===== config.mk =====
export PLATFORM = sky130hd
export DESIGN_NAME = bbox_initiator
export DESIGN_NICKNAME = d
export VERILOG_FILES = /design/src/rtl/bbox_initiator.sv
export SDC_FILE = /design/constraint.sdc
export NUM_CORES = 1
export LEC_CHECK = 0
export ABC_AREA = 1
export CORE_AREA = 4 4 460 462
export CTS_CLUSTER_DIAMETER = 100
export DETAILED_ROUTE_END_ITERATION = 12
export DIE_AREA = 0 0 464 466
export PLACE_DENSITY = 0.46
export SYNTH_ARGS = -nofsm -noshare
export SYNTH_HDL_FRONTEND = slang
export SYNTH_SLANG_ARGS = --single-unit

===== constraint.sdc =====
create_clock -name clk -period 9 [get_ports clk]
set_input_delay 2.25 -clock clk [delete_from_list [all_inputs] [get_ports clk]]
set_output_delay 2.25 -clock clk [all_outputs]
set_load 0.05 [all_outputs]

===== src/rtl/bbox_initiator.sv =====
// Issues tagged bbox node-test requests under an outstanding-credit limit and
// returns responses, annotated with a hit count, through a 2-entry result FIFO.
module bbox_initiator #(
  parameter int RID_WIDTH     = 8,
  parameter int MAX_OUT       = 8,
  parameter int PAYLOAD_WIDTH = 376
) (
  input  logic                               clk,
  input  logic                               rst,
  input  logic [PAYLOAD_WIDTH-1:0]           job_dat,
  input  logic                               job_vld,
  output logic                               job_rdy,
  output logic [PAYLOAD_WIDTH+RID_WIDTH-1:0] bbox_req_stream_rsc_dat,
  output logic                               bbox_req_stream_rsc_vld,
  input  logic                               bbox_req_stream_rsc_rdy,
  input  logic [195+RID_WIDTH-1:0]           bbox_resp_stream_rsc_dat,
  input  logic                               bbox_resp_stream_rsc_vld,
  output logic                               bbox_resp_stream_rsc_rdy,
  output logic [197+RID_WIDTH-1:0]           res_dat,
  output logic                               res_vld,
  input  logic                               res_rdy,
  output logic [$clog2(MAX_OUT+1)-1:0]       outstanding,
  output logic                               rid_err
);

  localparam int CNT_W = $clog2(MAX_OUT+1);
  localparam int RES_W = 197 + RID_WIDTH;

  logic [RID_WIDTH-1:0] tx_rid;
  logic [RID_WIDTH-1:0] rx_rid;
  logic [CNT_W:0]       in_flight;
  logic                 job_fire;
  logic                 req_fire;
  logic                 resp_fire;
  logic                 res_fire;

  logic [RID_WIDTH-1:0] resp_rid;
  logic [191:0]         resp_dist;
  logic [2:0]           resp_hit;
  logic [1:0]           resp_hit_cnt;

  logic [RES_W-1:0]     fifo_mem [2];
  logic                 fifo_wr_ptr;
  logic                 fifo_rd_ptr;
  logic [1:0]           fifo_cnt;

  // A request still sitting in the output register already holds a credit.
  assign in_flight = {1'b0, outstanding} + {{CNT_W{1'b0}}, bbox_req_stream_rsc_vld};
  assign job_rdy   = ~rst
                   & (~bbox_req_stream_rsc_vld | bbox_req_stream_rsc_rdy)
                   & (in_flight < (CNT_W+1)'(MAX_OUT));

  assign job_fire  = job_vld & job_rdy;
  assign req_fire  = bbox_req_stream_rsc_vld & bbox_req_stream_rsc_rdy;
  assign resp_fire = bbox_resp_stream_rsc_vld & bbox_resp_stream_rsc_rdy;
  assign res_fire  = res_vld & res_rdy;

  assign resp_rid     = bbox_resp_stream_rsc_dat[RID_WIDTH-1:0];
  assign resp_dist    = bbox_resp_stream_rsc_dat[RID_WIDTH+191:RID_WIDTH];
  assign resp_hit     = bbox_resp_stream_rsc_dat[RID_WIDTH+194:RID_WIDTH+192];
  assign resp_hit_cnt = {1'b0, resp_hit[0]} + {1'b0, resp_hit[1]} + {1'b0, resp_hit[2]};

  // Response readiness depends only on registered FIFO occupancy, never on res_rdy.
  assign bbox_resp_stream_rsc_rdy = ~rst & (fifo_cnt != 2'd2);
  assign res_vld = (fifo_cnt != 2'd0);
  assign res_dat = fifo_mem[fifo_rd_ptr];

  always_ff @(posedge clk) begin
    if (rst) begin
      bbox_req_stream_rsc_vld <= 1'b0;
      bbox_req_stream_rsc_dat <= '0;
      tx_rid                  <= '0;
    end else if (job_fire) begin
      bbox_req_stream_rsc_vld <= 1'b1;
      bbox_req_stream_rsc_dat <= {job_dat, tx_rid};
      tx_rid                  <= tx_rid + RID_WIDTH'(1);
    end else if (req_fire) begin
      bbox_req_stream_rsc_vld <= 1'b0;
    end
  end

  // A response with nothing outstanding is still consumed but flagged as an error.
  always_ff @(posedge clk) begin
    if (rst) begin
      outstanding <= '0;
      rx_rid      <= '0;
      rid_err     <= 1'b0;
    end else begin
      if (req_fire && !resp_fire) begin
        outstanding <= outstanding + CNT_W'(1);
      end else if (resp_fire && !req_fire && outstanding != '0) begin
        outstanding <= outstanding - CNT_W'(1);
      end
      if (resp_fire) begin
        rx_rid <= rx_rid + RID_WIDTH'(1);
        if (resp_rid != rx_rid || outstanding == '0) begin
          rid_err <= 1'b1;
        end
      end
    end
  end

  always_ff @(posedge clk) begin
    if (rst) begin
      fifo_mem[0] <= '0;
      fifo_mem[1] <= '0;
      fifo_wr_ptr <= 1'b0;
      fifo_rd_ptr <= 1'b0;
      fifo_cnt    <= 2'd0;
    end else begin
      if (resp_fire) begin
        fifo_mem[fifo_wr_ptr] <= {resp_hit_cnt, resp_hit, resp_dist, resp_rid};
        fifo_wr_ptr           <= ~fifo_wr_ptr;
      end
      if (res_fire) begin
        fifo_rd_ptr <= ~fifo_rd_ptr;
      end
      case ({resp_fire, res_fire})
        2'b10:   fifo_cnt <= fifo_cnt + 2'd1;
        2'b01:   fifo_cnt <= fifo_cnt - 2'd1;
        default: fifo_cnt <= fifo_cnt;
      endcase
    end
  end

endmodule


==> results of run 1 <==
power breakdown:
group	switching [mW]	internal [mW]	total (mW)
combinational	1.61	0.870	2.48
clock	1.75	2.46	4.21
sequential	0.123	4.19	4.31
worst paths after layout:
kind | slack, ns | start | to | cells after the start
setup / recovery | 2.58 | rst | job_rdy | 5
hold reg to reg | 0.44 | fifo_rd_ptr$_SDFFE_PP0P_ | flip-flop | 1
hold / removal | 0.44 | fifo_rd_ptr$_SDFFE_PP0P_ | flip-flop | 1
setup reg to reg | 5.67 | fifo_cnt[0]$_SDFFE_PP0P_ | fifo_mem[0][83]$_SDFFCE_PN0P_ | 7
layer usage:
metal	track usage, %	vias to the layer above	routed length [um]
met3	5.61	243	15200
met4	3.27	14	3130
met2	24.2	1044	77400
li1	-	12600	-
met1	15.7	13000	60500
met5	0	-	80
area by class of cell:
| class | count | area, um2 | share of cell area (%) |
|---|---|---|---|
| tap | 2788 | 3490 | 6.98 |
| clock buffer | 141 | 2940 | 5.88 |
| antenna | 13 | 32.5 | 0.0651 |
| inverter | 231 | 886 | 1.77 |
| sequential | 821 | 20500 | 41.1 |
| clock inverter | 48 | 482 | 0.964 |
| multi-input combinational | 1914 | 9490 | 19.0 |
| timing repair buffer | 1204 | 12100 | 24.2 |
synth_stat cells (2+ instances only):
master	n
a21oi_1	410
edfxtp_1	410
o21ai_0	11
dfxtp_1	411
mux2_2	205
nand4_1	3
clkbuf_1	66
nor2_1	426
buf_2	89
ha_1	5
xor2_1	6
nand2_1	821
buf_6	41
nand3_1	8
inv_1	227
fa_1	2
nor3_1	2
inv_2	2
xnor2_1	7
cell families after synthesis:
group                      Yosys count
buffers and inverters              429
xor gates and xnor gates            13
and+or+nand+nor                   1267
adders and majority gates            7
muxes                              205
AOI/OAI and AO/OA                  422
DFF                                821
sequential cells by signal (all words and copies together) (netlist names), named ones only:
register / count
fifo_rd_ptr: 1
tx_rid: 8
outstanding: 4
bbox_req_stream_rsc_dat: 384
bbox_req_stream_rsc_vld: 1
fifo_mem: 410
fifo_cnt: 2
fifo_wr_ptr: 1
rid_err: 1
rx_rid: 8
worst max-delay path, cell delays in order:
cell and delay [ns]:
buf_8 0.25, inv_4 0.32, nand3_1 0.16, nor2_2 0.24
clkdlybuf4s50_1 0.86
==> results.json, run 1 <==
{
  "yosys.area.top_type": "edfxtp_1",
  "final_cell_mix": "1,181 x clkdlybuf4s50_1, 817 x nand2_1, 426 x nor2_1",
  "gp_congestion": 0.869,
  "post-route-util_pct": 24.1,
  "std_cell_rows": 167,
  "vias_per_cell": 3.76,
  "numCtsBuffers": 104,
  "clk_pin_slew_ns": 0.06,
  "grt_pass1_vias": 26900,
  "fillers": 22300,
  "p_leak_nw": 18.5,
  "synth_top_family_by_area": "simple AND/OR/NAND/NOR gates",
  "fin_worst_skew_ns": 0.0258,
  "cap_violations": 0,
  "synth_mux_area_share_pct": 7.21,
  "drive_gt1_share_pct": 9.22,
  "pre_cts_ws_ns": 2.61,
  "synth_cells": 3164,
  "power_mw": 11.0,
  "initial_utilization_pct": 15.5,
  "powerDensity_mw_per_mm2": 220,
  "overflow": 0,
  "ys_types": 31,
  "dieHeight_um": 466,
  "htree_levels": 3,
  "hold_slack_ns": 0.443,
  "worst_setup_path_end_kind": "output port",
  "max-vdd-ir-drop_uv": 135,
  "num_vias": 26900,
  "dr.pass1.iters": 5,
  "fp.dieArea_mm2": 0.216,
  "dp_cells": 6958,
  "ant_nets": 0,
  "max_freq_mhz": 156,
  "status": "completed",
  "path_max_fanout": 97,
  "pin_count": 1183,
  "first_iter_violations": 1756,
  "worstMarginPinSlew_ns": 1.03,
  "final_area_mm2": 0.0500,
  "dpl_cell_area_mm2": 0.0465,
  "cts_hold_buf": 0,
  "postSynthAreaPerCell_um2": 10.1,
  "final.setup.tns_ns": 0,
  "grt_pass1_wl_um": 215000,
  "crit_required_ns": 6.75,
  "yosys.area_share.adder_pct": 0.320,
  "critical_path_class": "input pin to output port",
  "fin_ws_ns": 2.58,
  "max-slew-margin-rel_pct": 31.5,
  "clockBufferDepth": 3,
  "cts_tree": "yes",
  "drc": 0,
  "wl_per_cell_um": 21.8,
  "hold_violations": 0,
  "nets": 4868,
  "area_growth_pct": 55.9,
  "synth_edf_count": 410,
  "yosys.area_share.simple_pct": 15.0,
  "yosysWarningCount": 0,
  "grt_setup_unrepaired": "false",
  "slew_viol_final": 0,
  "clkLatencyLatePin_ns": 0.72,
  "synth_area_mm2": 0.0320,
  "grt_max_degree": 168,
  "seq_area_frac_synth_pct": 64.1,
  "arrival_ns": 4.17,
  "cp-start-kind": "input pin",
  "antenna_found_initial": 67,
  "port_buffers": 1182,
  "postCtsResizedCells": 0,
  "synth_top_area_share_pct": 38.4,
  "synth_ff_type": "dfxtp_1",
  "clkSinkCount": 821,
  "root_buffer": "clkbuf_16",
  "ys_ff_latch": 821,
  "final-instance-count-excl-fill": 7160,
  "finalSetupViolations": 0,
  "min_period_ns": 6.42,
  "mostFrequentLayoutCell": "clkdlybuf4s50_1",
  "die_w_um": 464,
  "async_flop_share_pct": 0,
  "synth_xor_area_share_pct": 0.355,
  "dp_hpwl_um": 116000,
  "hp-class": "flip-flop to flip-flop",
  "synth_compound_area_share_pct": 6.60,
  "syn_nets": 3756,
  "synth_area_leaders": "edfxtp_1 38%, dfxtp_1 26%, nand2_1 9.6%",
  "drt-total-wl_um": 156000,
  "post-cts-setup-buffers": 0,
  "fin_crit_sh_pct": 71.3,
  "coreArea_mm2": 0.207,
  "grt_use_total_pct": 13.8
}
Power figures use the tool's default switching activity.
==> run 2: changes to the inputs <==
--- a/config.mk
+++ b/config.mk
@@ -10,7 +10,7 @@
 export CTS_CLUSTER_DIAMETER = 100
 export DETAILED_ROUTE_END_ITERATION = 12
 export DIE_AREA = 0 0 464 466
-export PLACE_DENSITY = 0.46
+export PLACE_DENSITY = 0.47
 export SYNTH_ARGS = -nofsm -noshare
 export SYNTH_HDL_FRONTEND = slang
 export SYNTH_SLANG_ARGS = --single-unit
==> constraint.sdc (replaced) <==
create_clock -name clk -period 5.65 [get_ports clk]
set_input_delay 1.4125 -clock clk [delete_from_list [all_inputs] [get_ports clk]]
set_output_delay 1.4125 -clock clk [all_outputs]
set_load 0.05 [all_outputs]
==> run 2 against run 1 <==
Design area is 0.91% higher. Critical path depth is 1 higher. Hold slack better by 0.0035 ns. Clock power is 65% higher. Combinational power is 62% higher. Clock skew is 0.0059 ns higher. Core utilization is 0.22 points higher. Worst setup slack worse by 1.6 ns. Register-to-register slack worse by 3.1 ns. Clock-buffer cell count is 6 higher. Largest power group is now the clock network.
==> results.json, run 2 (synthesis gave the netlist of run 1 again) <==
{
  "status": "completed",
  "grt_use_total_pct": 14.3,
  "htree_levels": 3,
  "final.setup.tns_ns": 0,
  "fin_ws_ns": 1.00,
  "crit_buf_inv": 3,
  "vias_per_cell": 3.74,
  "cp-startpoint": "bbox_req_stream_rsc_rdy",
  "cpPeakStageDelay_ns": 0.86,
  "drt-total-wl_um": 162000,
  "ant_nets": 0,
  "powerDensity_mw_per_mm2": 353,
  "dp_hpwl_um": 123000,
  "cap_violations": 0,
  "coreArea_mm2": 0.207,
  "slew_viol_final": 0,
  "port_buffers": 1182,
  "max-slew-margin-rel_pct": 25.2,
  "area_growth_pct": 57.4,
  "cp_slowest_cell": "clkdlybuf4s50_1",
  "antenna_found_initial": 70,
  "die_w_um": 464,
  "drc": 0,
  "holdPathStages": 1,
  "cpMostUsedCell": "clkdlybuf4s50_1",
  "postCtsResizedCells": 0,
  "worst_setup_path_end_kind": "output port",
  "numCtsBuffers": 106,
  "num_vias": 26900,
  "clk_pin_slew_ns": 0.06,
  "dr.pass1.iters": 5,
  "reg2regPathDepth": 8,
  "wl_per_cell_um": 22.5,
  "biggestRegsByFlops": "fifo_mem (410), bbox_req_stream_rsc_dat (384)",
  "critical_path_class": "input pin to output port",
  "cts_tree": "yes",
  "fp.dieArea_mm2": 0.216,
  "cts_hold_buf": 0,
  "nets": 4893,
  "worstReg2RegStart": "outstanding[0]$_SDFFE_PP0P_",
  "max-vdd-ir-drop_uv": 236,
  "hp-class": "flip-flop to flip-flop",
  "grt_setup_unrepaired": "false",
  "initial_utilization_pct": 15.5,
  "r2r-end": "bbox_req_stream_rsc_dat[43]$_SDFFE_PP0P_",
  "fin_crit_sh_pct": 82.2,
  "arrival_ns": 3.23,
  "power_mw": 17.8,
  "p_leak_nw": 18.7,
  "hold_slack_ns": 0.447,
  "post-cts-setup-buffers": 0,
  "dieHeight_um": 466,
  "crit_chain": "clkdlybuf4s50_1 > inv_1 > nand2_1 > nand3_1 > nor2_2 > clkdlybuf4s50_1",
  "pre_cts_ws_ns": 1.02,
  "dp_cells": 6981,
  "fin_worst_skew_ns": 0.0317,
  "max_freq_mhz": 215,
  "final-instance-count-excl-fill": 7193,
  "grt_pass1_vias": 27300,
  "clkSinkCount": 821,
  "gp_congestion": 0.872,
  "top_register": "fifo_mem",
  "crit_required_ns": 4.24,
  "crit_family": "buffers and inverters",
  "final_cell_mix": "1,181 x clkdlybuf4s50_1, 817 x nand2_1, 426 x nor2_1",
  "worstMarginPinSlew_ns": 1.12,
  "drive_gt1_share_pct": 9.91,
  "hold_violations": 0,
  "root_buffer": "clkbuf_16",
  "grt_max_degree": 166,
  "path_max_fanout": 2,
  "r2r_slack_ns": 2.59,
  "grt_pass1_wl_um": 220000,
  "first_iter_violations": 1533,
  "clkLatencyLatePin_ns": 0.73,
  "largest_reg_flops": 410,
  "min_period_ns": 4.65,
  "finalSetupViolations": 0,
  "overflow": 0,
  "std_cell_rows": 167,
  "fillers": 22400,
  "clockBufferDepth": 3,
  "pin_count": 1183,
  "cp-start-kind": "input pin",
  "min_from": "fifo_rd_ptr$_SDFFE_PP0P_",
  "mostFrequentLayoutCell": "clkdlybuf4s50_1"
}
==> run 2: cell type report <==
class	instances	area, um2	area share, %
timing repair buffer	1227	12400	24.5
sequential	821	20500	40.7
tap	2788	3490	6.92
clock buffer	147	3030	6.01
antenna	14	35.0	0.0695
multi-input combinational	1914	9510	18.9
inverter	231	886	1.76
clock inverter	51	563	1.12
==> run 2: worst max path at each step <==
| stage | end | slack (ns) | depth (start not counted) |
|---|---|---|---|
| detailed placement | job_rdy | 1.02 | 6 |
| finish | job_rdy | 1.00 | 6 |
| CTS | res_dat[50] | 0.81 | 3 |
| global placement | job_rdy | 0.97 | 6 |
| global route | res_dat[50] | 0.85 | 3 |
| floorplan | fifo_mem[0][0]$_SDFFCE_PN0P_ | 0.39 | 8 |
==> run 2: power by group <==
group	leakage (nW)	switching [mW]	total [mW]	internal [mW]
Combinational	9.26	2.62	4.03	1.41
Clock	1.77	2.88	6.94	4.06
Sequential	7.65	0.177	6.85	6.67
==> run 2: through the flow <==
stage	area, um2	util, %
3_5_place_dp	46800	22.6
4_1_cts	50400	24.3
3_3_place_gp	46800	22.6
6_report	50400	24.3
5_1_grt	50400	24.3
2_1_floorplan	32000	-
==> run 2: metal layers <==
metal / GRT usage (%) / share of wire, % / vias to the layer above
li1: - / - / 12600
met1: 15.9 / 39 / 13000
met2: 24.3 / 48 / 1019
met3: 6.98 / 11 / 236
met4: 3.64 / 2.2 / 44
met5: 0 / 0.16 / -
